## config.mk

```make
export PLATFORM = sky130hd
export DESIGN_NAME = fsm_trace_monitor
export DESIGN_NICKNAME = d
export VERILOG_FILES = /design/src/rtl/fsm_trace_monitor.sv
export SDC_FILE = /design/constraint.sdc
export NUM_CORES = 1
export LEC_CHECK = 0
export ABC_AREA = 1
export CORE_UTILIZATION = 58
export DETAILED_ROUTE_END_ITERATION = 12
export GPL_ROUTABILITY_DRIVEN = 1
export PLACE_DENSITY = 0.83
export SYNTH_ARGS = -nofsm -noshare
export SYNTH_HDL_FRONTEND = slang
export SYNTH_SLANG_ARGS = --single-unit
```

## constraint.sdc

```tcl
create_clock -name clk -period 2.4 [get_ports clk]
set_input_delay 0.48 -clock clk [delete_from_list [all_inputs] [get_ports clk]]
set_output_delay 0.48 -clock clk [all_outputs]
set_load 0.05 [all_outputs]
```

## src/rtl/fsm_trace_monitor.sv

```systemverilog
// fsm_trace_monitor: samples a 2-bit Moore state, queues transition events
// with dwell times, flags a 4-state visit sequence. Opt: TRACE_ILLEGAL_CHECK_EN.
module fsm_trace_monitor #(
  parameter int          DEPTH      = 4,
  parameter int          CNT_W      = 8,
  parameter logic [7:0]  SEQ        = 8'b00_11_01_10,
  parameter logic [15:0] LEGAL_MASK = 16'hFFFF
) (
  input  logic                       clk,
  input  logic                       reset,
  input  logic                       A,
  input  logic                       B,
  input  logic                       evt_ready,
  output logic                       evt_valid,
  output logic [1:0]                 evt_from,
  output logic [1:0]                 evt_to,
  output logic [CNT_W-1:0]           evt_dwell,
  output logic [$clog2(DEPTH+1)-1:0] evt_count,
  output logic                       overflow,
  output logic                       seq_hit
`ifdef TRACE_ILLEGAL_CHECK_EN
  ,
  output logic                       illegal
`endif
);

  localparam int AW = $clog2(DEPTH);
  localparam int CW = $clog2(DEPTH+1);
  localparam int EW = CNT_W + 4;

  typedef enum logic {
    ST_PRIME,
    ST_RUN
  } state_t;

  state_t           r_state;
  state_t           w_state_nxt;

  logic [1:0]       w_st;
  logic             w_prime;
  logic             w_trans;

  logic [1:0]       r_prev;
  logic [CNT_W-1:0] r_dwell;
  logic [CNT_W-1:0] w_dwell_inc;
  logic [7:0]       r_hist;
  logic [7:0]       w_hist_nxt;
  logic [2:0]       r_hcnt;
  logic [2:0]       w_hcnt_nxt;
  logic             w_seq_match;
  logic             r_seq_hit;

  logic [EW-1:0]    r_mem [DEPTH];
  logic [AW-1:0]    r_wptr;
  logic [AW-1:0]    r_rptr;
  logic [CW-1:0]    r_count;
  logic             r_ovf;
  logic             w_empty;
  logic             w_full;
  logic             w_pop;
  logic             w_push;
  logic             w_drop;
  logic [EW-1:0]    w_head;

  assign w_st = {A, B};

  // State register: unprimed after reset, running once a sample is held.
  always_ff @(posedge clk) begin
    if (reset) begin
      r_state <= ST_PRIME;
    end else begin
      r_state <= w_state_nxt;
    end
  end

  // Next state plus prime/transition strobes.
  always_comb begin
    w_state_nxt = r_state;
    w_prime     = 1'b0;
    w_trans     = 1'b0;
    unique case (r_state)
      ST_PRIME: begin
        w_prime     = 1'b1;
        w_state_nxt = ST_RUN;
      end
      ST_RUN: begin
        w_trans = (w_st != r_prev);
      end
      default: begin
        w_state_nxt = ST_PRIME;
      end
    endcase
  end

  assign w_dwell_inc = (&r_dwell) ? r_dwell
                     : r_dwell + CNT_W'(1);
  assign w_hist_nxt  = {r_hist[5:0], w_st};
  assign w_hcnt_nxt  = (r_hcnt == 3'd4) ? 3'd4
                     : r_hcnt + 3'd1;
  assign w_seq_match = w_trans
                     && (w_hist_nxt == SEQ)
                     && (w_hcnt_nxt == 3'd4);

  // Track previous state, dwell length and entered-state history.
  always_ff @(posedge clk) begin
    if (reset) begin
      r_prev  <= 2'b00;
      r_dwell <= '0;
      r_hist  <= 8'h00;
      r_hcnt  <= 3'd0;
    end else if (w_prime) begin
      r_prev  <= w_st;
      r_dwell <= CNT_W'(1);
      r_hist  <= {6'b0, w_st};
      r_hcnt  <= 3'd1;
    end else if (w_trans) begin
      r_prev  <= w_st;
      r_dwell <= CNT_W'(1);
      r_hist  <= w_hist_nxt;
      r_hcnt  <= w_hcnt_nxt;
    end else begin
      r_dwell <= w_dwell_inc;
    end
  end

  // One-cycle pulse after the edge that completes the sequence.
  always_ff @(posedge clk) begin
    if (reset) begin
      r_seq_hit <= 1'b0;
    end else begin
      r_seq_hit <= w_seq_match;
    end
  end

  assign w_empty = (r_count == '0);
  assign w_full  = (r_count == CW'(DEPTH));
  assign w_pop   = !w_empty && evt_ready;
  // A pop in the same cycle frees the slot a full FIFO needs.
  assign w_push  = w_trans && (!w_full || w_pop);
  assign w_drop  = w_trans && w_full && !w_pop;

  // Event storage; contents are only meaningful behind the pointers.
  always_ff @(posedge clk) begin
    if (w_push) begin
      r_mem[r_wptr] <= {r_prev, w_st, r_dwell};
    end
  end

  // Pointers, occupancy and sticky overflow.
  always_ff @(posedge clk) begin
    if (reset) begin
      r_wptr  <= '0;
      r_rptr  <= '0;
      r_count <= '0;
      r_ovf   <= 1'b0;
    end else begin
      if (w_push) begin
        r_wptr <= r_wptr + AW'(1);
      end
      if (w_pop) begin
        r_rptr <= r_rptr + AW'(1);
      end
      if (w_push && !w_pop) begin
        r_count <= r_count + CW'(1);
      end else if (w_pop && !w_push) begin
        r_count <= r_count - CW'(1);
      end
      if (w_drop) begin
        r_ovf <= 1'b1;
      end
    end
  end

  assign w_head    = r_mem[r_rptr];
  assign evt_valid = !w_empty;
  assign evt_from  = evt_valid ? w_head[EW-1:EW-2] : 2'b00;
  assign evt_to    = evt_valid ? w_head[EW-3:EW-4] : 2'b00;
  assign evt_dwell = evt_valid ? w_head[CNT_W-1:0] : '0;
  assign evt_count = r_count;
  assign overflow  = r_ovf;
  assign seq_hit   = r_seq_hit;

`ifdef TRACE_ILLEGAL_CHECK_EN
  logic r_illegal;

  // Sticky flag for any transition the legality mask forbids.
  always_ff @(posedge clk) begin
    if (reset) begin
      r_illegal <= 1'b0;
    end else if (w_trans && !LEGAL_MASK[{r_prev, w_st}]) begin
      r_illegal <= 1'b1;
    end
  end

  assign illegal = r_illegal;
`else
  logic w_unused_mask;
  assign w_unused_mask = ^LEGAL_MASK;
`endif

endmodule

```

==> results.yml, run 1 <==
min_path:
  hp-start: "overflow"
  hold_path.class: "reg -> reg"
  hold_path_depth: 2
  min_to: "overflow"
yosys:
  syn_inst: 334
  synth_nets: 348
  yosys-top-cells-count: "76 x nor2_1, 48 x edfxtp_1, 34 x inv_1, 33 x o21ai_0, 32 x nand2_1"
  yosysSeqAreaShare_pct: 60.96
  syn_area_um2: 3317
  yosysMostFrequentCell: "nor2_1"
  synth_top_cell_by_area: "edfxtp_1"
  synth_top_area_share_pct: 43.46
  ys_types: 31
  synth_area_per_cell_um2: 9.931
  synth-seq-cells: 77
  synth_ff_type: "edfxtp_1"
  yosysWarnings: 0
  synthArstFlopShare_pct: 0
  synthTopCellsByArea: "edfxtp_1 43%, dfxtp_1 18%, nor2_1 8.6%"
  synth_edf_count: 48
cts:
  htree_num_levels: 3
  clockRootBuffer: "clkbuf_8"
  cts_tree: "done"
  clockBufferDepth: 2
  clk_pin_slew_worst_paths_ps: 70
  cts_hold_buffers: 0
  post-cts-setup-buffer-count: 0
  cts_sinks: 77
  numCtsBuffers: 9
  clk_latency_ps: 340
critical_path:
  crit_family: "flip-flops"
  critPathMaxFanout: 19
  critPathBufInv: 2
  end_kind: "output port"
  cp_common_cell: "nor2_1"
  crit_arrival_ps: 1790
  critPathKind: "reg -> out"
  rrSetupSlack_ps: 450
  r2r_cells: 14
  r2r_start: "r_hist[0]"
  cp_slowest_stage_delay_ps: 470
  critPathRequiredTime_ps: 1920
  critPathSlowestCell: "dfxtp_1"
  cp.depth: 6
  critPathLaunchType: "flop"
  cp_cell_sequence: "buf_6 -> nor2_1 -> nor2_1 -> o21ai_0 -> a21oi_4 -> buf_4"
  r2r_end: "evt_count[2]"
sta:
  finalCritPeriodShare_pct: 94.43
  fmax_ghz: 0.4412
  worst_clock_skew_ps: 5.241
  worst_slew_margin_rel_pct: 66.32
  report.final.slew_viol_count: 0
  finalSetupViolCount: 0
  hold_viol_final: 0
  rsz0062_at_grt: "no"
  worstMarginPinSlew_ps: 503.6
  fin_crit_ps: 2266
  finalSetupTns_ps: 0
die:
  dieWidth_um: 77.63
  start_util_pct: 60.24
  die-area_um2: 6026
  num_rows: 27
  pin_count: 23
  core_region_area_um2: 5507
  die_h_um: 77.63
placed_design:
  dp_hpwl_um: 4248
  place.gp.congestion: 0.7956
  portBuffers: 22
global_route:
  grt_first_pass_wirelength_um: 10620
  grt_usage_pct: 23.60
  grt_overflow: 0
  antenna_found_initial: 0
  grt_max_degree: 25
  grt_pass1_vias: 2305
power:
  powerDensity_nw_per_um2: 1083
  ir_drop_mv: 0.6716
  p_int_uw: 2553
  p_sw_share_pct: 40.93
  pwr-share-seq_pct: 36.8
  p_leak_uw: 0.001542
  pwr-share-comb_pct: 41.6
  clock_power_share_pct: 21.6
  switchingPower_uw: 1769
final_layout:
  finish.utilization_pct: 72.51
  synthToLayoutAreaGrowth_pct: 20.37
  num_antenna_cells: 0
  final_nets: 388
  layout-drive-gt1-share_pct: 20.84
drt:
  firstDrtPassIters: 4
  antenna_left: 0
  wire_per_inst_um: 14.00
  wl_um: 6315
  drc: 0
  vias: 2347
  drtIter0Drc: 207
  via_per_inst: 5.204
run_status:
  status: "completed"
run:
  cap_violations: 0
## repair_timing
item | 4_1_cts | 5_1_grt
setup endpoints to repair | 0 | 1
gates resized for setup | 0 | 1
hold endpoints to repair | 0 | 0
## cell usage in the layout (no fill, tap or decap), types with 2 or more instances in the layout
master and instances:
a21oi_1 12, a21oi_2 5, a21oi_4 9, buf_12 2, buf_4 26, clkbuf_8 9, clkdlybuf4s50_1 10, clkinv_4 2
dfxtp_1 27, dfxtp_2 2, edfxtp_1 48, ha_1 8, inv_1 34, inv_2 4, nand2_1 31, nand2_2 3
nand3_1 5, nand3_2 3, nand4_1 3, nor2_1 76, nor2_2 4, nor3_1 3, o21ai_0 33, xor2_1 5
## metrics by stage
stage               cell area (um2)  instances  hold slack, ps  setup slack, ps  power [uW]
finish                         3993        451           461.6            133.6        4323
global route                   3993        451           484.5            13.23        4523
CTS                            3989        451           463.8            86.11        4341
detailed placement             3797        435           453.4           -128.9        3424
global placement               3797        435           447.6           -6.316        3371
floorplan                      3427        334           448.6            17.98        2926
## sequential cells by signal (all words and copies together), names as in the netlist, named ones only
register and count:
evt_count 3, overflow 1, r_hcnt 3, r_wptr 2
r_dwell 8, r_hist 6, r_state 1, r_mem 48
r_rptr 2, seq_hit 1
## cell type report
cell class,instances,area (um2)
Clock buffer,10,127.6
Clock inverter,6,63.81
Fill cell,374,1514
Inverter,38,142.6
Multi-Input combinational cell,209,1197
Sequential cell,77,2024
Tap cell,72,90.09
Timing Repair Buffer,39,346.6
## worst reg2reg max path, stage by stage, from the launching register on
cell	delay, ps
dfxtp_1	440
inv_1	90
nand2_1	60
nand2_1	60
nand2_2	80
nand3_2	60
inv_1	60
ha_1	130
inv_1	60
fa_1	380
nor2_1	120
nor2_1	50
nand2_1	80
o21ai_0	90
a21oi_1	140
## worst max-delay path by stage
| stage | start | to | slack, ps |
|---|---|---|---|
| floorplan | evt_count[2] | evt_dwell[5] | 20 |
| global placement | B | evt_count[2] | -6 |
| detailed placement | B | evt_count[2] | -130 |
| CTS | flop | evt_dwell[4] | 90 |
| global route | flop | evt_dwell[6] | 10 |
| finish | flop | evt_dwell[4] | 130 |
## per-layer routing
| layer | vias to the layer above | part of all wire, % | wire (um) | global-route usage, % |
|---|---|---|---|---|
| met5 | - | 0 | 0 | 0 |
| li1 | 1183 | - | - | - |
| met2 | 61 | 48 | 3036 | 39.20 |
| met4 | 0 | 2.5 | 155 | 12.08 |
| met1 | 1087 | 43 | 2705 | 29.30 |
| met3 | 16 | 6.6 | 418 | 4.588 |
## logic make-up (layout without fill, tap and decap cells)
| group | after synthesis | in the layout | share of synthesized area [%] |
|---|---|---|---|
| compound gates | 59 | 59 | 9.355 |
| xor+xnor | 6 | 6 | 1.584 |
| fa+ha+maj | 9 | 9 | 3.621 |
| buf+inv | 48 | 93 | 6.186 |
| flops | 77 | 77 | 60.96 |
| simple gates | 135 | 135 | 18.29 |
## power by group through the flow
stage	Clock [uW]	Combinational, uW	Sequential, uW
6_report	933	1800	1590
5_1_grt	998	1920	1610
4_1_cts	945	1810	1590
3_5_place_dp	0	1800	1620
3_3_place_gp	0	1760	1610
2_1_floorplan	0	1250	1680
Note: power is estimated with default switching activity, not from simulation.
==> run 2: changes to the inputs <==
clock period = 2.5 ns   (was 2.4 ns; I/O delays follow)
==> run 2 against run 1 <==
Cell count fell by 0.67%; clock-buffer cell count grew 3; sequential share of layout area is 1.1 points higher; non-clock buffer count fell by 3; register-to-register slack got worse by 40 ps; final area decreased by 2.2%; clock power is 4.9% higher; total power fell by 5.2%; clock skew is 1.7 ps higher; wire length fell by 2.8%; largest power group unchanged.
==> results.yml, run 2 (same netlist as run 1, synthesis figures left out) <==
final_layout:
  synthToLayoutAreaGrowth_pct: 17.69
  seq_area_um2: 2022
  num_antenna_cells: 0
  largest_reg_flops: 48
  multi_input_area_um2: 1090
  final_common_cell: "nor2_1"
  final_nets: 385
  reg.largest.list: "r_mem: 48 flops, r_dwell: 8 flops, r_hist: 6 flops"
  most-common-layout-cells: "76 x nor2_1, 48 x edfxtp_1, 34 x inv_1, 33 x o21ai_0, 32 x nand2_1"
  max_flop_register: "r_mem"
  final_area_um2: 3904
  n_fill_cell: 403
  layout-drive-gt1-share_pct: 16.76
global_route:
  grt_max_degree: 25
  antenna_found_initial: 0
  grt_first_pass_wirelength_um: 10380
  grt_usage_pct: 23.11
  grt_overflow: 0
  grt_pass1_vias: 2216
critical_path:
  critPathSlowestCell: "clkdlybuf4s50_1"
  critPathLaunchType: "flop"
  cp_cell_sequence: "nor2_1 -> nand2_1 -> clkdlybuf4s50_1"
  cp-startpoint: "evt_count[0]"
  r2r_cells: 13
  critPathMaxFanout: 4
  end_kind: "output port"
  r2r_end: "evt_count[2]"
  rrSetupSlack_ps: 410
  r2r_start: "evt_count[0]"
  crit_arrival_ps: 1790
  cp_slowest_stage_delay_ps: 820
  critPathKind: "reg -> out"
  critPathRequiredTime_ps: 2000
placed_design:
  place.gp.congestion: 0.7871
  dp_hpwl_um: 4055
  dpl_cell_area_um2: 3690
  portBuffers: 22
die:
  die_h_um: 77.63
  die-area_um2: 6026
  core_region_area_um2: 5507
  dieWidth_um: 77.63
  num_rows: 27
  pin_count: 23
  start_util_pct: 60.24
sta:
  rsz0062_at_grt: "no"
  hold_viol_final: 0
  worstMarginPinSlew_ps: 509.6
  worst_slew_margin_rel_pct: 65.92
  finalCritPeriodShare_pct: 91.50
  hold_slack_ps: 464.7
  fin_crit_ps: 2288
  fmax_ghz: 0.4372
  worst_clock_skew_ps: 6.909
  finalSetupViolCount: 0
  report.final.slew_viol_count: 0
cts:
  cts_resized: 0
  post-cts-setup-buffer-count: 0
  cts_hold_buffers: 0
  clockBufferDepth: 2
  clk_latency_ps: 340
  clk_pin_slew_worst_paths_ps: 70
  cts_sinks: 77
  htree_num_levels: 3
  numCtsBuffers: 9
  cts_tree: "done"
  clockRootBuffer: "clkbuf_8"
power:
  p_leak_uw: 0.001538
  ir_drop_mv: 0.8012
  powerDensity_nw_per_um2: 1050
run:
  cap_violations: 0
min_path:
  hold_path.class: "reg -> reg"
  hp-start: "overflow"
  hold_path_depth: 2
  min_to: "overflow"
drt:
  firstDrtPassIters: 4
  vias: 2346
  wl_um: 6138
  via_per_inst: 5.237
  wire_per_inst_um: 13.70
  antenna_left: 0
  drc: 0
  drtIter0Drc: 203
run_status:
  status: "completed"
==> run 2: worst max-delay path by stage <==
stage                              end  slack [ps]  cells past startpoint
after floorplan           evt_dwell[0]        -270                      5
after global placement    evt_count[2]          80                     15
after detailed placement  evt_count[2]          30                     15
after CTS                    evt_valid         210                      3
after global routing         evt_to[1]         110                      5
final                        evt_valid         210                      3
==> run 2: where the power goes <==
group          switching (uW)  internal (uW)
logic                    1090            514
registers                63.5           1450
clock network             428            550
total                    1580           2520
==> run 2: final cells by class <==
type	instances	area share, %
clock buffer	13	4.359
clock inverter	3	1.122
inverter	38	3.654
multi-input combinational	209	27.92
sequential	77	51.79
tap	72	2.308
timing repair buffer	36	8.846
==> run 2: layer usage <==
metal,up-vias,wire length [um],track usage (%)
li1,1177,-,-
met1,1087,2547,28.27
met2,67,3063,37.96
met3,15,381,5.412
met4,0,146,12.26
met5,-,0,0
==> run 2: worst max-delay path, delay by kind of cell, from the launching register on <==
kind                   cells  cell delay (ps)
buffers and inverters      1              820
DFF                        1              420
and+or+nand+nor            2              200
==> run 2: per-stage QoR <==
step           std cells  TNS, ps  setup WS (ps)  power [uW]  utilization [%]
2_1_floorplan        334    -2874         -267.6        2623                -
3_3_place_gp         432        0          75.72        3111            67.01
3_5_place_dp         432        0          34.33        3149            67.01
4_1_cts              448        0          205.7        4120            70.89
5_1_grt              448        0          110.9        4282            70.89
6_report             448        0          212.5        4100            70.89
==> run 3: changes to the inputs <==
SLEW_MARGIN = 25   (was not set)
==> results of run 3 <==
The final DEF is identical to that of run 2; final timing and power are the same.
